**config.mk**
```make
export PLATFORM = sky130hd
export DESIGN_NAME = paddle_motion_ctrl
export DESIGN_NICKNAME = d
export VERILOG_FILES = /design/src/rtl/paddle_motion_ctrl.sv
export SDC_FILE = /design/constraint.sdc
export NUM_CORES = 1
export LEC_CHECK = 0
export CAP_MARGIN = 30
export CORE_ASPECT_RATIO = 0.6
export CORE_MARGIN = 2
export CORE_UTILIZATION = 26
export CTS_CLUSTER_SIZE = 12
export DETAILED_ROUTE_END_ITERATION = 7
export PLACE_DENSITY = 0.51
export SLEW_MARGIN = 5
export SYNTH_ARGS = -nofsm -noshare
export SYNTH_HDL_FRONTEND = slang
export SYNTH_SLANG_ARGS = --single-unit
```
**constraint.sdc**
```tcl
create_clock -name clk -period 5.2 [get_ports clk]
set_input_delay 1.04 -clock clk [delete_from_list [all_inputs] [get_ports clk]]
set_output_delay 1.04 -clock clk [all_outputs]
set_load 0.05 [all_outputs]
```
**src/rtl/paddle_motion_ctrl.sv**
```systemverilog
// ---------------------------------------------------------------------------
// paddle_motion_ctrl
//
// Per-frame game-state controller for the two-player paddle display. Once per
// frame, at the start of vertical blanking, the eight player switches are
// snapshotted. The controller then walks a fixed move/clamp/collision sequence
// (P1 x, P1 y, P2 x, P2 y) on working copies of the paddle positions and loads
// all four outputs together in a single commit cycle. Because of this, the
// pixel generator only ever sees positions change during blanking.
//
// Ports
//   clk                         system clock (50 MHz)
//   clear                       asynchronous active-low reset
//   hCount, vCount              scan position from the VGA controller
//   up, down, left, right       player 1 switches (asynchronous, active-high)
//   up2, down2, left2, right2   player 2 switches (asynchronous, active-high)
//   p1_x, p1_y, p2_x, p2_y      committed top-left corners of both paddles
//   busy                        high while an update sequence is running
//   frame_tick                  one-cycle pulse at the start of vertical blanking
// ---------------------------------------------------------------------------
module paddle_motion_ctrl #(
    parameter int H_ACTIVE  = 640,
    parameter int V_ACTIVE  = 480,
    parameter int PAD_W     = 16,
    parameter int PAD_H     = 64,
    parameter int STEP      = 4,
    parameter int FRAME_DIV = 1,
    parameter int P1_X0     = 32,
    parameter int P1_Y0     = 208,
    parameter int P2_X0     = 592,
    parameter int P2_Y0     = 208
) (
    input  logic       clk,
    input  logic       clear,
    input  logic [9:0] hCount,
    input  logic [9:0] vCount,
    input  logic       up,
    input  logic       down,
    input  logic       left,
    input  logic       right,
    input  logic       up2,
    input  logic       down2,
    input  logic       left2,
    input  logic       right2,
    output logic [9:0] p1_x,
    output logic [9:0] p1_y,
    output logic [9:0] p2_x,
    output logic [9:0] p2_y,
    output logic       busy,
    output logic       frame_tick
);

    // 11-bit limits so that pos+STEP cannot wrap before it is clamped
    localparam logic [10:0] X_MAX    = 11'(H_ACTIVE - PAD_W);
    localparam logic [10:0] Y_MAX    = 11'(V_ACTIVE - PAD_H);
    localparam logic [10:0] STEP_W   = 11'(STEP);
    localparam logic [10:0] PW       = 11'(PAD_W);
    localparam logic [10:0] PH       = 11'(PAD_H);
    localparam logic [3:0]  DIV_LAST = 4'(FRAME_DIV - 1);

    // Bit positions inside the switch vectors
    localparam int UP1 = 7, DN1 = 6, LF1 = 5, RT1 = 4;
    localparam int UP2 = 3, DN2 = 2, LF2 = 1, RT2 = 0;

    typedef enum logic [2:0] {IDLE, P1_X, P1_Y, P2_X, P2_Y, COMMIT} state_t;

    // One-axis step with saturation at 0 and at lim. Opposing or absent
    // switches leave the position alone.
    function automatic logic [9:0] step_axis(input logic [9:0]  pos,
                                             input logic        dec,
                                             input logic        inc,
                                             input logic [10:0] lim);
        logic [10:0] wide;
        wide = {1'b0, pos};
        if (dec && !inc) begin
            wide = (wide < STEP_W) ? 11'd0 : wide - STEP_W;
        end else if (inc && !dec) begin
            wide = wide + STEP_W;
            if (wide > lim) wide = lim;
        end
        return 10'(wide);
    endfunction

    // Strict rectangle overlap: touching edges are not a collision.
    function automatic logic overlap(input logic [9:0] ax, input logic [9:0] ay,
                                     input logic [9:0] bx, input logic [9:0] by);
        return ({1'b0, ax} < {1'b0, bx} + PW) && ({1'b0, bx} < {1'b0, ax} + PW) &&
               ({1'b0, ay} < {1'b0, by} + PH) && ({1'b0, by} < {1'b0, ay} + PH);
    endfunction

    state_t      state;
    logic [7:0]  sw_p0, sw_p1;     // two-flop synchroniser
    logic [7:0]  sw_snap;          // switches frozen for the running sequence
    logic        tick_cond, tick_cond_q;
    logic [3:0]  div_cnt;
    logic        start_update;
    logic [9:0]  w1x, w1y, w2x, w2y;
    logic [9:0]  cand;
    logic        cand_hit;

    assign tick_cond    = (hCount == 10'd0) && (vCount == 10'(V_ACTIVE));
    assign start_update = frame_tick && (state == IDLE) && (div_cnt == DIV_LAST);

    // Candidate for the axis handled in the current state, tested against the
    // other paddle's working rectangle (P2 therefore sees P1's new position).
    always_comb begin
        cand     = '0;
        cand_hit = 1'b1;
        case (state)
            P1_X: begin
                cand     = step_axis(w1x, sw_snap[LF1], sw_snap[RT1], X_MAX);
                cand_hit = overlap(cand, w1y, w2x, w2y);
            end
            P1_Y: begin
                cand     = step_axis(w1y, sw_snap[UP1], sw_snap[DN1], Y_MAX);
                cand_hit = overlap(w1x, cand, w2x, w2y);
            end
            P2_X: begin
                cand     = step_axis(w2x, sw_snap[LF2], sw_snap[RT2], X_MAX);
                cand_hit = overlap(cand, w2y, w1x, w1y);
            end
            P2_Y: begin
                cand     = step_axis(w2y, sw_snap[UP2], sw_snap[DN2], Y_MAX);
                cand_hit = overlap(w2x, cand, w1x, w1y);
            end
            default: ;
        endcase
    end

    // Control: synchroniser, tick edge detect, divider, sequencer, commit
    always_ff @(posedge clk or negedge clear) begin
        if (!clear) begin
            sw_p0       <= '0;
            sw_p1       <= '0;
            tick_cond_q <= 1'b0;
            frame_tick  <= 1'b0;
            div_cnt     <= '0;
            state       <= IDLE;
            busy        <= 1'b0;
            p1_x        <= 10'(P1_X0);
            p1_y        <= 10'(P1_Y0);
            p2_x        <= 10'(P2_X0);
            p2_y        <= 10'(P2_Y0);
        end else begin
            sw_p0       <= {up, down, left, right, up2, down2, left2, right2};
            sw_p1       <= sw_p0;
            tick_cond_q <= tick_cond;
            // counts hold for two clocks, so only the rising edge is a tick
            frame_tick  <= tick_cond && !tick_cond_q;

            // ticks during a running sequence still advance the divider
            if (frame_tick) begin
                div_cnt <= (div_cnt == DIV_LAST) ? 4'd0 : div_cnt + 4'd1;
            end

            case (state)
                IDLE: begin
                    if (start_update) begin
                        state <= P1_X;
                        busy  <= 1'b1;
                    end
                end
                P1_X: state <= P1_Y;
                P1_Y: state <= P2_X;
                P2_X: state <= P2_Y;
                P2_Y: state <= COMMIT;
                COMMIT: begin
                    p1_x  <= w1x;
                    p1_y  <= w1y;
                    p2_x  <= w2x;
                    p2_y  <= w2y;
                    state <= IDLE;
                    busy  <= 1'b0;
                end
                default: begin
                    state <= IDLE;
                    busy  <= 1'b0;
                end
            endcase
        end
    end

    // Working data: loaded from the committed outputs at the start of a
    // sequence; a reset mid-sequence just strands these values, harmlessly.
    always_ff @(posedge clk) begin
        if (start_update) begin
            sw_snap <= sw_p1;
            w1x     <= p1_x;
            w1y     <= p1_y;
            w2x     <= p2_x;
            w2y     <= p2_y;
        end else begin
            case (state)
                P1_X: if (!cand_hit) w1x <= cand;
                P1_Y: if (!cand_hit) w1y <= cand;
                P2_X: if (!cand_hit) w2x <= cand;
                P2_Y: if (!cand_hit) w2y <= cand;
                default: ;
            endcase
        end
    end

endmodule

```
Word-level counts from Yosys, hierarchy flattened. Index checks and enable logic that the tools add are counted.

Mux-type cells: 36. Magnitude comparators: 20. Eq/ne operators: 8. Reductions and logical operators: 45. $add $sub $neg: 17. Bitwise logic cells: 1.

Operators by type and width (count): $mux 10 (29); $lt 10x11->1 (12); $add 10x3->11 const B (4); $add 10x5->11 const B (4); $add 10x7->11 const B (4); $lt 10x3->1 const B (4); $sub 10x3->10 const B (4); $pmux 10 s3 (1); $logic_and 1x1->1 (23); $gt 11x10->1 const B (2); $gt 11x9->1 const B (2); $pmux 3 s5 (1); $eq 10x9->1 const B (1); $logic_not 10->1 (1); $reduce_and 2->1 (5); $logic_not 1->1 (9); $reduce_bool 2->1 (4); $eq 3x2->1 const B (2); $eq 3x3->1 const B (2); $add 4x1->4 const B (1); $logic_not 4->1 (1); $mux 4 (1); $ne 2x2->1 const B (2); $pmux 1 s4 (1); 7 further kinds (7).

Flip-flop bits (word level): 114. Input bits: 30. Output and inout port bits: 42. Logic and storage cells: 143.

Depth between registers and ports, before layout. Gate-level depths: netlist of run 1.

Depth after elaboration: 15. Depth in mapped cells: 19. Depth with buffers taken out: 18.

Worst setup path before layout of run 1. Ideal clock, no wire load.

Path kind: register -> register. Start point: register w2x[4]. End point: register w2x[0], enable pin. Arrival: 3.902 ns. Path buffers: 0. Clock period less this slack: 4.252 ns. Setup time: 0.350 ns. Path slack: 0.948 ns. Stages on the path, launching flop included: 17. Cells stage by stage: edfxtp_1 > ha_1 > xnor2_1 > or4b_1 > a21oi_2 > o31ai_2 > a31oi_1 > ha_1 > nand2_1 > xnor2_1 > o21ai_0 > ha_1 > a2111oi_0 > nand3_1 > a21o_1 > o211ai_1 > a32oi_1.

Word-level cells in the longest chain between the ends: 14.

Ends and longest elaborated chain: from (decl) (line 97) `logic [9:0] w1x, w1y, w2x, w2y;`; from (signal assigned) (line 190) `w2x <= p2_x;`; from (signal assigned) (line 196) `P2_X: if (!cand_hit) w2x <= cand;`; $add 10x3->11 (line 78) `wide = wide + STEP_W;`; $gt 11x10->1 (line 79) `if (wide > lim) wide = lim;`; $mux 10 (line 79); $mux 10 (line 77) `end else if (inc && !dec) begin`; $mux 10 (line 75) `if (dec && !inc) begin`; $mux 10 (line 109) `case (state)`; $add 10x5->11 (line 87) `return ({1'b0, ax} < {1'b0, bx} + PW) && ({1'b0, bx} < {1'b0, ax} + PW) &&`; $lt 10x11->1 (line 87); $logic_and 1x1->1 (2 in a row) (line 87); $logic_and 1x1->1 (line 88) `({1'b0, ay} < {1'b0, by} + PH) && ({1'b0, by} < {1'b0, ay} + PH);`; $pmux 1 s4 (*) (line 109); $ne 2x2->1 (no line) (*); $reduce_and 2->1 (no line) (*).

Mark *: on every way between the ends. The rest lies on a longest branch, timed or not. The select of a mux whose other input is x is not followed. A chain may end at the register's enable or synchronous reset.

Worst setup path after layout of run 1.
Start point: register w1x[5]. End point: register w1x[3], enable pin.

Word-level cells in the longest chain between the ends: 14.

Ends and longest elaborated chain: from (decl) (line 97); from (signal assigned) (line 188) `w1x <= p1_x;`; from (signal assigned) (line 194) `P1_X: if (!cand_hit) w1x <= cand;`; $add 10x3->11 (line 78); $gt 11x10->1 (line 79); $mux 10 (line 79); $mux 10 (line 77); $mux 10 (line 75); $mux 10 (line 109); $add 10x5->11 (line 87); $lt 10x11->1 (line 87); $logic_and 1x1->1 (2 in a row) (line 87); $logic_and 1x1->1 (line 88); $pmux 1 s4 (*) (line 109); $ne 2x2->1 (no line) (*); $reduce_and 2->1 (no line) (*).

Marked as above.

==> flow_summary.ini, run 1 <==
[drt]
postRouteWirelength_mm = 42.6
ant_nets = 0
wl_per_cell_microns = 23.1
routed_via_density = 5.52
detail_route.first_pass.iterations = 7
drt-initial-drc-count = 1202
routed-via-count = 10200
drc = 0

[timing]
worst_clock_skew_ns = 0.0104
finalSetupViolCount = 0
tightestPinTransition_ns = 1.21
hold_slack_ns = 0.347
report.final.hold_viol_count = 0
slew_violations = 0
finalCritPeriodShare_pct = 94.3
fin_tns_setup_ns = 0
rsz0062_at_grt = no
period_needed_ns = 4.90
fmax_mhz = 204
slew_headroom_pct = 18.2

[clock_tree]
cts_root_buf = clkbuf_16
clock_sinks = 114
cts_tree = yes
clk_latency_ns = 0.43
hold_buffers = 0
cts_buffers = 17
clk_pin_slew_ns = 0.06
cts.htree.levels = 4
cts_max_path_buffers = 2

[final_layout]
final_cell_mix = ha_1, nand2_1, o21ai_0
fillers = 4094
final-seq-area_sq_um = 3110
stdcell_count = 1844
syn_to_final_growth_pct = 21.2
multi_input_area_sq_um = 6760
nNetsFinal = 1467
drive_above_1_share_pct = 11.2
antenna_cells = 0
final_common_cell = ha_1

[power]
p_leak_nw = 5.27
vdd_drop_max_v = 0.000290
cellPowerDensity_nw_per_um2 = 663

[synth]
synth_fp_nets = 1375
yosys-top-cells-area = ha_1, edfxtp_1, dfrtp_1
synthArstFlopShare_pct = 57.9
yosysUniqueCellTypes = 84
synth_seq_cells = 114
syn_area_per_cell_sq_um = 8.57
seq_area_frac_synth_pct = 29.8
syn_area_sq_um = 10400
yosysWarnings = 0
synth_edf_count = 48
yosys.area.top_type = ha_1
netlist_instances = 1217
synth_ff_type = dfrtp_1
synth_top_area_share_pct = 15.4

[floorplanning]
die_w_microns = 263
fp-row-count = 56
die_h_microns = 159
die_area_sq_um = 41800
initial_core_util_pct = 26.5
io_pins = 72
coreArea_sq_um = 39300

[critical_path]
arrival_ns = 5.08
crit_type = reg -> reg
reg2reg_depth = 15
crit_required_ns = 5.38
critPathLaunch = w1x[5]
critPathMaxFanout = 10
timing.rr.end = w1x[3]
start_kind = register
r2r_slack_ns = 0.30
end_kind = register
reg2reg_from = w1x[5]

[global_routing]
antenna_found_initial = 0
grt_pass1_wl_mm = 63.5
grt_max_degree = 67
overflow = 0
first_global_vias = 9483
gr-usage-all-layers_pct = 20.3

[placement]
dp_cells = 1807
hpwlAfterDp_mm = 33.8
io_buffers = 71
place_congestion = 0.976

[run_status]
outcome = complete, no violations

[job]
drv_cap = 0

[min_path]
holdPathEnd = sw_p1[4]
worstHoldStart = sw_p0[4]
hold_path.class = reg -> reg
whs_path_depth = 0
layer usage:
metal | part of all wire (%) | vias to the layer above | global-route usage (%) | routed length, microns
met5 | 0 | - | 0 | 0
met4 | 0.68 | 0 | 2.69 | 288
met3 | 13 | 22 | 8.13 | 5560
met2 | 34 | 532 | 23.5 | 14500
met1 | 52 | 4927 | 33.3 | 22300
li1 | - | 4706 | - | -
synthesized netlist by cell type, types with 4 or more instances:
cell type,instances
nand3b_1,5
and2_1,9
or2_2,5
dfrtp_1,56
mux2i_1,12
a211o_1,9
a211oi_1,17
o21a_1,13
nor2b_1,12
mux2_2,14
nor4_1,8
clkbuf_1,36
a31oi_1,20
a21oi_1,59
o2111ai_1,5
a21o_1,32
buf_2,19
a22oi_1,7
xnor2_1,33
o21ai_0,109
dfstp_2,10
nor4b_1,4
nor2_1,62
and3_1,19
inv_1,79
and4_1,7
o211ai_1,12
or3_1,6
o31ai_1,7
o21ai_1,8
nand4_1,27
xor2_1,10
nor3_1,28
a2111oi_0,11
a32oi_1,9
o221ai_1,6
edfxtp_1,48
nand2_1,113
ha_1,128
nand2b_1,22
o22ai_1,7
nand3_1,47
metrics by stage:
stage          setup slack, ns  area, sq um  utilization, %  power (mW)
4_1_cts                  0.293        12600            32.0        8.21
6_report                 0.297        12600            32.1        8.37
5_1_grt                 0.0190        12600            32.1        8.93
2_1_floorplan            0.948        10400               -        4.93
3_3_place_gp             0.348        12000            30.4        6.94
3_5_place_dp             0.326        12000            30.4        6.96
worst max-delay path, cell delays in order, from the launching register on:
cell and delay [ns]:
edfxtp_1 0.58, ha_1 0.33, xnor2_1 0.24, o31a_1 0.36, or2_2 0.34, a2111oi_1 0.64, or2_2 0.25, inv_1 0.05
ha_1 0.17, a21o_1 0.17, a21o_1 0.17, a2111oi_0 0.53, o211ai_1 0.17, a31oi_1 0.28, a31oi_1 0.12, buf_4 0.24
power by group:
group          switching, mW  internal [mW]  total (mW)
registers              0.477           1.35        1.82
clock network          0.451          0.760        1.21
logic                   3.40           1.94        5.34
kinds of logic (layout without fill, tap and decap cells):
family | Yosys count | in the layout | share of synthesized area (%)
adders and majority gates | 129 | 129 | 15.5
buffers and inverters | 143 | 248 | 5.54
DFF | 114 | 114 | 29.8
muxes | 26 | 26 | 2.66
xor gates and xnor gates | 43 | 43 | 3.61
and+or+nand+nor | 389 | 389 | 19.2
AOI/OAI and AO/OA | 373 | 373 | 23.7
cell type report:
type | count | area share [%]
timing repair buffer | 136 | 9.60
tap | 522 | 5.17
clock buffer | 21 | 3.81
clock inverter | 11 | 0.970
inverter | 80 | 2.38
sequential | 114 | 24.6
multi-input combinational | 960 | 53.5
flip-flops by register name (all words and copies together) (netlist names), 10 cells and up:
name / flops
p1_x: 10
p1_y: 10
p2_x: 10
p2_y: 10
w1x: 10
w1y: 10
w2x: 10
w2y: 10
repair_timing:
item | CTS | global route
gates resized for setup | 0 | 3
setup endpoints to repair | 0 | 20
setup buffers | 0 | 3
how the worst max path moves through the flow:
stage / end / slack, ns / cells after the start
detailed placement: w1x[3] / 0.33 / 15
finish: w1x[3] / 0.30 / 15
global route: w1x[9] / 0.02 / 15
global placement: w2x[7] / 0.35 / 18
CTS: w1x[3] / 0.29 / 15
floorplan: w2x[0] / 0.95 / 16
Note: power is estimated with default switching activity, not from simulation.
==> inputs of run 2 (changes only) <==
--- a/config.mk
+++ b/config.mk
@@ -8,11 +8,11 @@
 export CAP_MARGIN = 30
 export CORE_ASPECT_RATIO = 0.6
 export CORE_MARGIN = 2
-export CORE_UTILIZATION = 26
+export CORE_UTILIZATION = 31
 export CTS_CLUSTER_SIZE = 12
 export DETAILED_ROUTE_END_ITERATION = 7
-export PLACE_DENSITY = 0.51
-export SLEW_MARGIN = 5
+export PLACE_DENSITY = 0.56
+export SLEW_MARGIN = 20
 export SYNTH_ARGS = -nofsm -noshare
 export SYNTH_HDL_FRONTEND = slang
 export SYNTH_SLANG_ARGS = --single-unit
==> flow_summary.ini, run 2 (synthesized netlist as in run 1, its figures left out) <==
[run_status]
outcome = complete, no violations

[drt]
routed-via-count = 10300
drt-initial-drc-count = 1497
postRouteWirelength_mm = 41.0
ant_nets = 0
detail_route.first_pass.iterations = 7
drc = 0
routed_via_density = 5.81
wl_per_cell_microns = 23.2

[final_layout]
nNetsFinal = 1462
multi_input_area_sq_um = 6750
fillers = 3362
final_common_cell = ha_1
final_cell_mix = ha_1, nand2_1, o21ai_0
antenna_cells = 0
final-seq-area_sq_um = 3110
drive_above_1_share_pct = 10.6
syn_to_final_growth_pct = 20.0

[global_routing]
overflow = 0
gr-usage-all-layers_pct = 23.4
grt_pass1_wl_mm = 60.7
antenna_found_initial = 0
grt_max_degree = 67
first_global_vias = 9292

[clock_tree]
cts.htree.levels = 4
cts_buffers = 17
clk_latency_ns = 0.45
cts_tree = yes
hold_buffers = 0
cts_root_buf = clkbuf_16
clk_pin_slew_ns = 0.06
clock_sinks = 114
cts_max_path_buffers = 2

[floorplanning]
die_h_microns = 146
io_pins = 72
fp-row-count = 51
initial_core_util_pct = 31.8
coreArea_sq_um = 32800
die_w_microns = 241
die_area_sq_um = 35200

[timing]
slew_violations = 0
finalSetupViolCount = 0
slew_headroom_pct = 21.4
rsz0062_at_grt = no
tightestPinTransition_ns = 1.16
fin_tns_setup_ns = 0
layout_setup_ws_ns = 0.255
worst_clock_skew_ns = 0.0121
period_needed_ns = 4.95
finalCritPeriodShare_pct = 95.1
fmax_mhz = 202
report.final.hold_viol_count = 0

[placement]
hpwlAfterDp_mm = 32.3
post-place-ws_ns = 0.139
io_buffers = 71
place_congestion = 0.994

[min_path]
holdPathEnd = sw_p1[2]
hold_path.class = reg -> reg
worstHoldStart = sw_p0[2]
whs_path_depth = 0

[critical_path]
reg2reg_from = w1x[5]
end_kind = register
cp_cell_sequence = ha_1 -> xnor2_1 -> o31a_1 -> or2_2 -> a2111oi_0 -> or2_2 -> inv_1 -> ha_1 -> a21o_1 -> a21o_1 -> a2111oi_0 -> o21ai_0 -> a31oi_1 -> a31oi_1 -> buf_4
start_kind = register
max_stage_delay_ns = 0.70
crit_type = reg -> reg
critPathMaxFanout = 10
r2r_slack_ns = 0.25
timing.rr.end = w1x[4]
critPathBufInv = 2
reg2reg_depth = 15
slowest_stage = a2111oi_0
crit_family = compound AO/OA/AOI/OAI gates
crit_required_ns = 5.39
cp.depth = 15
arrival_ns = 5.14

[power]
vdd_drop_max_v = 0.000382
cellPowerDensity_nw_per_um2 = 666
p_leak_nw = 5.25

[job]
drv_cap = 0
==> run 2: cell types whose count changed in the layout (fill, tap and decap cells not counted), sizes merged <==
cell / previous run / this run
buf: 66 / 60
inv: 84 / 81
clkbuf: 21 / 25
==> run 2: how the worst max path moves through the flow <==
stage                     slack (ns)    from  endpoint
after floorplan                 0.95  w2x[4]    w2x[0]
after global placement          0.30  w2x[5]    w2x[9]
after detailed placement        0.14  w2x[5]    w2x[8]
after CTS                       0.14  w2x[5]    w2x[5]
after global routing            0.02  w1x[7]    w1x[4]
final                           0.25  w1x[5]    w1x[4]
==> run 2: repair_timing <==
item | CTS | global route
setup endpoints to repair | 0 | 10
resized for setup | 0 | 1
setup buffers | 0 | 3
==> run 2: final cells by class <==
class / count / area share, %
sequential: 114 / 24.8
tap: 450 / 4.50
clock inverter: 8 / 0.780
inverter: 80 / 2.40
timing repair buffer: 131 / 9.43
clock buffer: 24 / 4.11
multi-input combinational: 960 / 54.0
==> run 2: worst register-to-register path, cell delays in order, from the launching register on <==
cell and delay [ns]:
edfxtp_1 0.57, ha_1 0.33, xnor2_1 0.27, o31a_1 0.37
or2_2 0.33, a2111oi_0 0.70, or2_2 0.28, inv_1 0.06
ha_1 0.17, a21o_1 0.17, a21o_1 0.17, a2111oi_0 0.49
o21ai_0 0.18, a31oi_1 0.26, a31oi_1 0.12, buf_4 0.23
==> run 2: routing by layer <==
layer	track usage [%]	up-vias	part of all wire [%]
li1	-	4707	-
met1	39.7	4920	52
met2	26.3	586	34
met3	8.04	50	13
met4	4.38	0	1.4
met5	0	-	0
==> run 2: power by group <==
| part | internal (mW) | switching, mW |
|---|---|---|
| Combinational | 1.92 | 3.33 |
| Sequential | 1.35 | 0.512 |
| Clock | 0.785 | 0.446 |
==> run 2: metrics by stage <==
stage	cell area [sq um]	power [mW]	hold slack [ns]	utilization [%]	instances
final	12500	8.33	0.346	38.2	1767
after global placement	11800	6.83	0.334	36.0	1728
after detailed placement	11800	6.86	0.335	36.1	1729
after CTS	12400	8.15	0.348	37.9	1761
after floorplan	10400	4.93	0.331	-	1217
after global routing	12500	8.82	0.352	38.2	1767
